<file path="config.mk">
export PLATFORM = sky130hd
export DESIGN_NAME = bsg_cache_dma_arbiter
export DESIGN_NICKNAME = d
export VERILOG_FILES = /design/src/rtl/bsg_cache_dma_arbiter.sv
export SDC_FILE = /design/constraint.sdc
export NUM_CORES = 1
export LEC_CHECK = 0
export ABC_CLOCK_PERIOD_IN_PS = 8940
export BUFFER_PORTS_ARGS = -buffer_cell sky130_fd_sc_hd__buf_2
export CAP_MARGIN = 5
export CORE_AREA = 2 2 194 196
export CTS_CLUSTER_DIAMETER = 80
export DETAILED_ROUTE_END_ITERATION = 6
export DIE_AREA = 0 0 196 198
export GPL_ROUTABILITY_DRIVEN = 0
export PLACE_DENSITY = 0.39
export REMOVE_ABC_BUFFERS = 1
export SLEW_MARGIN = 5
export SYNTH_ARGS = -nofsm -noshare
export SYNTH_HDL_FRONTEND = slang
export SYNTH_SLANG_ARGS = --single-unit
</file>
<file path="constraint.sdc">
create_clock -name clk_i -period 8.94 [get_ports clk_i]
set_clock_uncertainty 0.1 [all_clocks]
set_input_delay 1.788 -clock clk_i [delete_from_list [all_inputs] [get_ports clk_i]]
set_output_delay 1.788 -clock clk_i [all_outputs]
set_load 0.02 [all_outputs]
</file>
<file path="src/rtl/bsg_cache_dma_arbiter.sv">
// Shares one bsg_cache DMA port among several caches: round-robin packet arbitration,
// with grant-ordered FIFOs that steer fill data back and pull evict data forward.

module bsg_cache_dma_arbiter_fifo #(
  parameter int els_p   = 4,
  parameter int width_p = 2
) (
  input  logic               clk_i,
  input  logic               reset_i,
  input  logic [width_p-1:0] data_i,
  input  logic               push_i,
  input  logic               pop_i,
  output logic [width_p-1:0] data_o,
  output logic               full_o,
  output logic               empty_o
);

  localparam int ptr_w_lp = (els_p > 1) ? $clog2(els_p) : 1;
  localparam int cnt_w_lp = $clog2(els_p + 1);

  logic [width_p-1:0]  mem_r [els_p];
  logic [ptr_w_lp-1:0] rptr_r, wptr_r;
  logic [cnt_w_lp-1:0] count_r;

  assign full_o  = (count_r == cnt_w_lp'(els_p));
  assign empty_o = (count_r == '0);
  assign data_o  = mem_r[rptr_r];

  // A full FIFO may push in the same cycle it pops; occupancy then stays put.
  always_ff @(posedge clk_i) begin
    if (reset_i) begin
      rptr_r  <= '0;
      wptr_r  <= '0;
      count_r <= '0;
    end else begin
      if (push_i)
        wptr_r <= (wptr_r == ptr_w_lp'(els_p - 1)) ? '0 : wptr_r + ptr_w_lp'(1);
      if (pop_i)
        rptr_r <= (rptr_r == ptr_w_lp'(els_p - 1)) ? '0 : rptr_r + ptr_w_lp'(1);
      if (push_i && !pop_i)
        count_r <= count_r + cnt_w_lp'(1);
      else if (!push_i && pop_i)
        count_r <= count_r - cnt_w_lp'(1);
    end
  end

  always_ff @(posedge clk_i) begin
    if (push_i)
      mem_r[wptr_r] <= data_i;
  end

endmodule

module bsg_cache_dma_arbiter #(
  parameter int num_cache_p           = 4,
  parameter int addr_width_p          = 28,
  parameter int data_width_p          = 32,
  parameter int block_size_in_words_p = 8,
  parameter int tag_fifo_els_p        = 4
) (
  input  logic                                      clk_i,
  input  logic                                      reset_i,
  input  logic [num_cache_p-1:0][addr_width_p:0]    dma_pkt_i,
  input  logic [num_cache_p-1:0]                    dma_pkt_v_i,
  output logic [num_cache_p-1:0]                    dma_pkt_yumi_o,
  output logic [num_cache_p-1:0][data_width_p-1:0]  dma_data_o,
  output logic [num_cache_p-1:0]                    dma_data_v_o,
  input  logic [num_cache_p-1:0]                    dma_data_ready_i,
  input  logic [num_cache_p-1:0][data_width_p-1:0]  dma_data_i,
  input  logic [num_cache_p-1:0]                    dma_data_v_i,
  output logic [num_cache_p-1:0]                    dma_data_yumi_o,
  output logic [addr_width_p:0]                     dma_pkt_o,
  output logic                                      dma_pkt_v_o,
  input  logic                                      dma_pkt_yumi_i,
  input  logic [data_width_p-1:0]                   mem_data_i,
  input  logic                                      mem_data_v_i,
  output logic                                      mem_data_ready_o,
  output logic [data_width_p-1:0]                   mem_data_o,
  output logic                                      mem_data_v_o,
  input  logic                                      mem_data_yumi_i
);

  localparam int lg_n_lp = $clog2(num_cache_p);
  localparam int lg_b_lp = $clog2(block_size_in_words_p);

  typedef enum logic {e_free, e_locked} arb_state_e;

  arb_state_e           arb_state_r;
  logic [lg_n_lp-1:0]   last_r, lock_idx_r, grant_idx, rr_sel, rd_head, wr_head;
  logic                 grant_v;
  logic [num_cache_p-1:0] eligible;
  logic                 rd_full, rd_empty, wr_full, wr_empty;
  logic                 rd_push, wr_push, rd_pop, wr_pop, fill_fire, evict_fire;
  logic [lg_b_lp-1:0]   fill_cnt_r, evict_cnt_r;

  assign fill_fire  = mem_data_v_i & mem_data_ready_o;
  assign evict_fire = ~wr_empty & mem_data_yumi_i;
  assign rd_pop     = fill_fire  & (fill_cnt_r  == lg_b_lp'(block_size_in_words_p - 1));
  assign wr_pop     = evict_fire & (evict_cnt_r == lg_b_lp'(block_size_in_words_p - 1));

  // A slot freed by this cycle's final word counts as room for a new packet.
  always_comb begin
    for (int i = 0; i < num_cache_p; i++)
      eligible[i] = dma_pkt_v_i[i] & (dma_pkt_i[i][addr_width_p] ? (~wr_full | wr_pop)
                                                                   : (~rd_full | rd_pop));
  end

  // Scanning from farthest to nearest leaves the nearest eligible index after last_r.
  always_comb begin
    grant_idx = last_r;
    grant_v   = 1'b0;
    rr_sel    = '0;
    if (arb_state_r == e_locked) begin
      grant_idx = lock_idx_r;
      grant_v   = eligible[lock_idx_r];
    end else begin
      for (int k = num_cache_p; k >= 1; k--) begin
        rr_sel = lg_n_lp'((int'(last_r) + k) % num_cache_p);
        if (eligible[rr_sel]) begin
          grant_idx = rr_sel;
          grant_v   = 1'b1;
        end
      end
    end
  end

  assign dma_pkt_v_o = grant_v;
  assign dma_pkt_o   = dma_pkt_i[grant_idx];
  assign rd_push     = dma_pkt_yumi_i & grant_v & ~dma_pkt_o[addr_width_p];
  assign wr_push     = dma_pkt_yumi_i & grant_v &  dma_pkt_o[addr_width_p];

  always_comb begin
    dma_pkt_yumi_o             = '0;
    dma_pkt_yumi_o[grant_idx]  = dma_pkt_yumi_i & grant_v;
    dma_data_v_o               = '0;
    dma_data_v_o[rd_head]      = mem_data_v_i & ~rd_empty;
    dma_data_yumi_o            = '0;
    dma_data_yumi_o[wr_head]   = mem_data_yumi_i & ~wr_empty;
  end

  assign dma_data_o       = {num_cache_p{mem_data_i}};
  assign mem_data_ready_o = ~rd_empty & dma_data_ready_i[rd_head];
  assign mem_data_v_o     = ~wr_empty & dma_data_v_i[wr_head];
  assign mem_data_o       = dma_data_i[wr_head];

  // An offered packet stays granted until downstream takes it.
  always_ff @(posedge clk_i) begin
    if (reset_i) begin
      arb_state_r <= e_free;
      last_r      <= lg_n_lp'(num_cache_p - 1);
      lock_idx_r  <= '0;
    end else if (grant_v) begin
      if (dma_pkt_yumi_i) begin
        arb_state_r <= e_free;
        last_r      <= grant_idx;
      end else begin
        arb_state_r <= e_locked;
        lock_idx_r  <= grant_idx;
      end
    end
  end

  always_ff @(posedge clk_i) begin
    if (reset_i) begin
      fill_cnt_r  <= '0;
      evict_cnt_r <= '0;
    end else begin
      if (fill_fire)
        fill_cnt_r  <= rd_pop ? '0 : fill_cnt_r + lg_b_lp'(1);
      if (evict_fire)
        evict_cnt_r <= wr_pop ? '0 : evict_cnt_r + lg_b_lp'(1);
    end
  end

  bsg_cache_dma_arbiter_fifo #(.els_p(tag_fifo_els_p), .width_p(lg_n_lp)) rd_fifo (
    .clk_i(clk_i), .reset_i(reset_i), .data_i(grant_idx), .push_i(rd_push),
    .pop_i(rd_pop), .data_o(rd_head), .full_o(rd_full), .empty_o(rd_empty)
  );

  bsg_cache_dma_arbiter_fifo #(.els_p(tag_fifo_els_p), .width_p(lg_n_lp)) wr_fifo (
    .clk_i(clk_i), .reset_i(reset_i), .data_i(grant_idx), .push_i(wr_push),
    .pop_i(wr_pop), .data_o(wr_head), .full_o(wr_full), .empty_o(wr_empty)
  );

`ifndef SYNTHESIS
  always_ff @(posedge clk_i) begin
    if (!reset_i) begin
      assert (!(mem_data_v_i && rd_empty));
      assert (!(dma_pkt_yumi_i && !dma_pkt_v_o));
    end
  end
`endif

endmodule

</file>
==> results_dict.tcl, run 1 <==
set metrics [dict create \
    ir_worst_vdd_mv 0.0735 \
    reg2regPathDepth 15 \
    holdWs_ns 0.366 \
    cellLeakagePower_uw 0.00288 \
    combPwrFrac 0.691 \
    rsz0062_at_grt "false" \
    r2r_slack_ns 3.94 \
    synth_compound_area_frac 0.155 \
    hold_violations 0 \
    endpoint_kind "output pin" \
    yosysWarnings 0 \
    cp.arrival_ns 5.03 \
    power_uw 1520 \
    clkPwrFrac 0.118 \
    hp-start "fill_cnt_r[2]" \
    die_w_um 196 \
    wl_mm 21.9 \
    synthFlopType "dfxtp_1" \
    worstSetupStartpointType "input port" \
    startpoint "mem_data_v_i" \
    clockRootBuffer "clkbuf_16" \
    final_common_cell "buf_2" \
    tns_ns 0 \
    ys_ff_latch 45 \
    ios 497 \
    antenna_left 0 \
    crit_end "dma_pkt_o[10]" \
    period_minus_slack_ns 6.92 \
    final_max_slew_viol_count 0 \
    finalSetupViolCount 0 \
    synth.area.mux_share 0.244 \
    gr-total-overflow 0 \
    track_usage 0.104 \
    cts_sinks 45 \
    grt_pass1_wl_mm 29.9 \
    post_cts_buffers 0 \
    rows 71 \
    dp_hpwl_mm 18.4 \
    hp-class "reg -> reg" \
    die-area_um2 38800 \
    cts_tree "done" \
    layout.cells.non_filler 1203 \
    start_util 0.139 \
    coreArea_um2 37000 \
    die_h_um 198 \
    diodes 0 \
    p_int_uw 777 \
    seq_area_frac_synth 0.207 \
    synthAdderAreaFrac 0.0468 \
    insertion_delay_ns 0.28 \
    crit_path_top_delay_cell "buf_4" \
    syn_area_um2 5130 \
    cts_resized 0 \
    dp_cells 1195 \
    sw_frac_of_total 0.491 \
    async_reset_ff_frac 0 \
    synth_top_family_by_area "multiplexers" \
    slew_headroom 0.357 \
    max_freq_mhz 144 \
    synth_edf_count 16 \
    initialDrtViolationCount 128 \
    numCtsBuffers 5 \
    grt_antenna_before_repair 0 \
    cp_max_fo 35 \
    most-common-layout-cells "336 x buf_2, 42 x a21oi_1, 37 x mux4_2" \
    synth-simple-area-share 0.121 \
    area_growth_pct 26.8 \
    maxCapViolCount 0 \
    synthCells 538 \
    dr.pass1.iters 4 \
    ys_top_cells_by_area "buf_4 19%, mux4_2 16%, dfxtp_1 11%" \
    dpl_worst_slack_ns 1.94 \
    setup_ws_ns 2.02 \
    fin_nets 1039 \
    vias 4901 \
    status "finished clean" \
    synth_top_cell_by_area "buf_4" \
    yosysTopAreaCellShare 0.187 \
    clk_pin_slew_ns 0.06 \
    critPathRequiredTime_ns 7.05 \
    hold_depth 2 \
    crit_chain "buf_2 -> o311a_1 -> nand2_1 -> o221ai_2 -> o211ai_2 -> o2111a_1 -> o31a_2 -> buf_4 -> inv_2 -> buf_4 -> mux2i_1 -> a21oi_1 -> buf_2" \
    switching_power_uw 748 \
    portBuffers 336 \
    worst_pin_slew_ns 0.956 \
    power_frac_seq 0.191 \
    synth-xor-area-share 0.00682 \
    path_class "in -> out" \
    drc 0 \
    p_per_area_nw_per_um2 234 \
    grt_max_degree 55 \
    rr_endpoint "wr_fifo.count_r[2]" \
    ys_types 55 \
    cts_max_level 2 \
    synth_area_per_cell_um2 9.54 \
    grt_pass1_vias 4677 \
    post_drt_wl_per_cell_um 18.2 \
    avgViaCountPerCell 4.07 \
    postCtsHoldBufs 0 \
    critPathMaxStageDelay_ns 0.38 \
    fin_crit_sh 0.774 \
    cts_buffer_depth 2 \
    layout-drive-gt1-share 0.550 \
]
==> sequential cells by signal, summed over array words and instances, names as in the netlist, named ones only <==
signal / count
evict_cnt_r: 3
rd_fifo.rptr_r: 2
arb_state_r: 1
wr_fifo.rptr_r: 2
rd_fifo.wptr_r: 2
wr_fifo.mem_r: 8
last_r: 2
wr_fifo.wptr_r: 2
rd_fifo.count_r: 3
rd_fifo.mem_r: 8
lock_idx_r: 2
wr_fifo.count_r: 3
fill_cnt_r: 3
==> critical path, delay by kind of cell <==
kind	cells	cell delay [ns]
AO/OA/AOI/OAI	6	1.53
multiplexers	1	0.31
AND/OR/NAND/NOR	1	0.09
buffers and inverters	5	1.26
==> area by class of cell <==
type	instances	area (um^2)
multi-input cells	322	2950
clock buffers	6	129
fillers	4185	30400
repair buffers	341	1720
inverters	13	48.8
well taps	474	593
clock inverters	2	10.0
flip-flops and latches	45	1060
==> how the worst min path moves through the flow <==
stage                          endpoint  slack, ns
final                     fill_cnt_r[2]       0.37
after global routing      fill_cnt_r[2]       0.39
after CTS                 fill_cnt_r[2]       0.37
after detailed placement  fill_cnt_r[2]       0.36
after global placement    fill_cnt_r[2]       0.35
after floorplan           fill_cnt_r[2]       0.33
==> metrics by stage <==
stage | utilization | cell area, um^2
2_1_floorplan | - | 4050
4_1_cts | 0.176 | 6510
3_3_place_gp | 0.172 | 6370
6_report | 0.176 | 6510
3_5_place_dp | 0.172 | 6370
5_1_grt | 0.176 | 6510
==> power by group through the flow <==
stage | Sequential, uW | Combinational [uW] | Clock (uW)
floorplan | 287 | 720 | 0
global placement | 297 | 1070 | 0
detailed placement | 297 | 1070 | 0
CTS | 292 | 1080 | 188
global route | 298 | 1160 | 197
finish | 292 | 1050 | 180
==> cells by family (layout without fill, tap and decap cells) <==
| kind of cell | count (synthesis) | count (layout) |
|---|---|---|
| buffers and inverters | 171 | 362 |
| and+or+nand+nor | 116 | 116 |
| AOI/OAI and AO/OA | 108 | 108 |
| muxes | 76 | 76 |
| DFF | 45 | 45 |
| adders and majority gates | 18 | 18 |
| xor gates and xnor gates | 4 | 4 |
==> synth_stat cells (all sizes together) (3+ instances only) <==
master / instances
o21ai: 4
nor3: 6
and3: 3
edfxtp: 16
buf: 142
o31a: 5
o31ai: 3
clkbuf: 16
nor2: 24
nor3b: 4
o211ai: 4
ha: 16
mux4: 38
nand2b: 5
and2: 38
or3: 4
a21oi: 43
inv: 13
xor2: 4
dfxtp: 29
mux2i: 37
nand3: 7
a211oi: 29
nand2: 19
==> per-layer routing <==
layer / global-route usage / up-vias / part of all wire
met1: 0.138 / 2281 / 0.45
met4: 0.0194 / 2 / 0.0092
met5: 0.0409 / - / 0.0039
li1: - / 2239 / -
met3: 0.0637 / 17 / 0.14
met2: 0.140 / 362 / 0.40
Power figures use the tool's default switching activity.
==> run 2: changes to the inputs <==
--- a/config.mk
+++ b/config.mk
@@ -5,13 +5,13 @@
 export SDC_FILE = /design/constraint.sdc
 export NUM_CORES = 1
 export LEC_CHECK = 0
-export ABC_CLOCK_PERIOD_IN_PS = 8940
+export ABC_CLOCK_PERIOD_IN_PS = 7000
 export BUFFER_PORTS_ARGS = -buffer_cell sky130_fd_sc_hd__buf_2
 export CAP_MARGIN = 5
-export CORE_AREA = 2 2 194 196
+export CORE_AREA = 2 2 196 198
 export CTS_CLUSTER_DIAMETER = 80
 export DETAILED_ROUTE_END_ITERATION = 6
-export DIE_AREA = 0 0 196 198
+export DIE_AREA = 0 0 198 200
 export GPL_ROUTABILITY_DRIVEN = 0
 export PLACE_DENSITY = 0.39
 export REMOVE_ABC_BUFFERS = 1
==> constraint.sdc (replaced) <==
create_clock -name clk_i -period 7 [get_ports clk_i]
set_clock_uncertainty 0.1 [all_clocks]
set_input_delay 1.4 -clock clk_i [delete_from_list [all_inputs] [get_ports clk_i]]
set_output_delay 1.4 -clock clk_i [all_outputs]
set_load 0.02 [all_outputs]
==> run 2 against run 1 <==
Utilization grew 0.22 points. Non-clock buffer count grew 10. Register-to-register slack lost 2.0 ns. Highest routed layer unchanged. Cell count grew 4.0%. Die area grew 2.0%. Flip-flop and latch count is the same.
==> results_dict.tcl, run 2 (synthesis gave the netlist of run 1 again) <==
set metrics [dict create \
    status "finished clean" \
    die_w_um 198 \
    multi_input_comb_area_um2 2950 \
    post_drt_wl_per_cell_um 17.4 \
    final_common_cell "buf_2" \
    clkPwrFrac 0.137 \
    grt_antenna_before_repair 1 \
    grt_pass1_wl_mm 29.7 \
    r2r_slack_ns 1.96 \
    worst_pin_slew_ns 0.936 \
    critPathRequiredTime_ns 5.50 \
    coreArea_um2 37400 \
    avgViaCountPerCell 3.92 \
    cp.arrival_ns 4.48 \
    cts_buffer_depth 2 \
    largestRegisters "rd_fifo.mem_r x8, wr_fifo.mem_r x8" \
    rsz0062_at_grt "false" \
    p_int_uw 1070 \
    die_h_um 200 \
    grt_max_degree 40 \
    dr.pass1.iters 4 \
    cts_max_level 2 \
    hp-class "reg -> reg" \
    layout-drive-gt1-share 0.558 \
    path_class "in -> out" \
    place_area_um2 6490 \
    drc 0 \
    worstSetupStartpointType "input port" \
    portBuffers 336 \
    dp_hpwl_mm 18.4 \
    vias 4907 \
    combPwrFrac 0.680 \
    endpoint_kind "output pin" \
    rows 71 \
    final_max_slew_viol_count 0 \
    hold_violations 0 \
    fin_nets 1049 \
    die-area_um2 39600 \
    max_freq_mhz 167 \
    layout.cells.non_filler 1251 \
    post_cts_buffers 0 \
    grt_pass1_vias 4686 \
    seqCellArea_um2 1060 \
    fillers 4202 \
    finalSetupViolCount 0 \
    area_growth_pct 29.9 \
    sw_frac_of_total 0.474 \
    cts_resized 0 \
    period_minus_slack_ns 5.98 \
    switching_power_uw 968 \
    postCtsHoldBufs 0 \
    slew_headroom 0.376 \
    cellLeakagePower_uw 0.00294 \
    track_usage 0.101 \
    most-common-layout-cells "336 x buf_2, 42 x a21oi_1, 37 x mux4_2" \
    power_frac_seq 0.182 \
    final_area_um2 6670 \
    maxCapViolCount 0 \
    whs_endpoint "fill_cnt_r[2]" \
    p_per_area_nw_per_um2 306 \
    dp_cells 1242 \
    fin_util 0.178 \
    numCtsBuffers 5 \
    clockRootBuffer "clkbuf_16" \
    ios 497 \
    gr-total-overflow 0 \
    hp-start "fill_cnt_r[2]" \
    rr_endpoint "wr_fifo.count_r[2]" \
    hold_depth 2 \
    cp_max_fo 35 \
    fin_crit_sh 0.854 \
    ir_worst_vdd_mv 0.108 \
    reg2regPathDepth 15 \
    start_util 0.137 \
    power_uw 2040 \
    wl_mm 21.7 \
    antenna_left 0 \
    cts_sinks 45 \
    tns_ns 0 \
    clk_pin_slew_ns 0.06 \
    initialDrtViolationCount 248 \
    insertion_delay_ns 0.29 \
    cts_tree "done" \
]
==> run 2: power by group through the flow <==
stage / clock, uW / sequential, uW / combinational (uW)
2_1_floorplan: 0 / 366 / 919
3_3_place_gp: 0 / 378 / 1410
3_5_place_dp: 0 / 379 / 1410
4_1_cts: 290 / 373 / 1420
5_1_grt: 301 / 382 / 1520
6_report: 280 / 372 / 1390
==> run 2: worst max-delay path, cell delays in order <==
cell and delay [ns]:
buf_2 0.12, a211oi_1 0.50, nand3_1 0.22, and4_1 0.25, o21ai_0 0.09, o2111ai_2 0.18, o31a_2 0.33, inv_2 0.57
buf_4 0.28, and2_0 0.13, a211oi_1 0.04, a21oi_1 0.15, buf_2 0.19
==> run 2: worst max-delay path by stage <==
stage               cells past startpoint            start  slack (ns)            end
floorplan                              10     mem_data_v_i        0.90   dma_pkt_o[0]
global placement                       12     mem_data_v_i        0.97   dma_pkt_o[1]
detailed placement                     12     mem_data_v_i        0.97  dma_pkt_o[19]
CTS                                    12     mem_data_v_i        0.94  dma_pkt_o[19]
global route                           12     mem_data_v_i        0.64   dma_pkt_o[1]
finish                                 13  mem_data_yumi_i        1.02  dma_pkt_o[27]
==> run 2: final cells by class <==
cell class / count / share of cell area
timing repair buffer: 351 / 0.269
multi-input combinational: 322 / 0.442
inverter: 13 / 0.00732
tap: 511 / 0.0959
clock buffer: 6 / 0.0208
antenna: 1 / 0.000375
clock inverter: 2 / 0.00563
sequential: 45 / 0.159
==> run 2: stage by stage <==
stage	setup WS (ns)	hold slack (ns)
final	1.02	0.357
after CTS	0.941	0.361
after global routing	0.640	0.386
after global placement	0.969	0.348
after detailed placement	0.967	0.352
after floorplan	0.898	0.330
==> run 2: per-layer routing <==
layer  global-route usage  vias to the layer above  wire (um)
li1                     -                     2251          -
met2                0.139                      383       8930
met3               0.0601                       17       3070
met1                0.132                     2252       9420
met5               0.0383                        -        137
met4               0.0187                        4        195
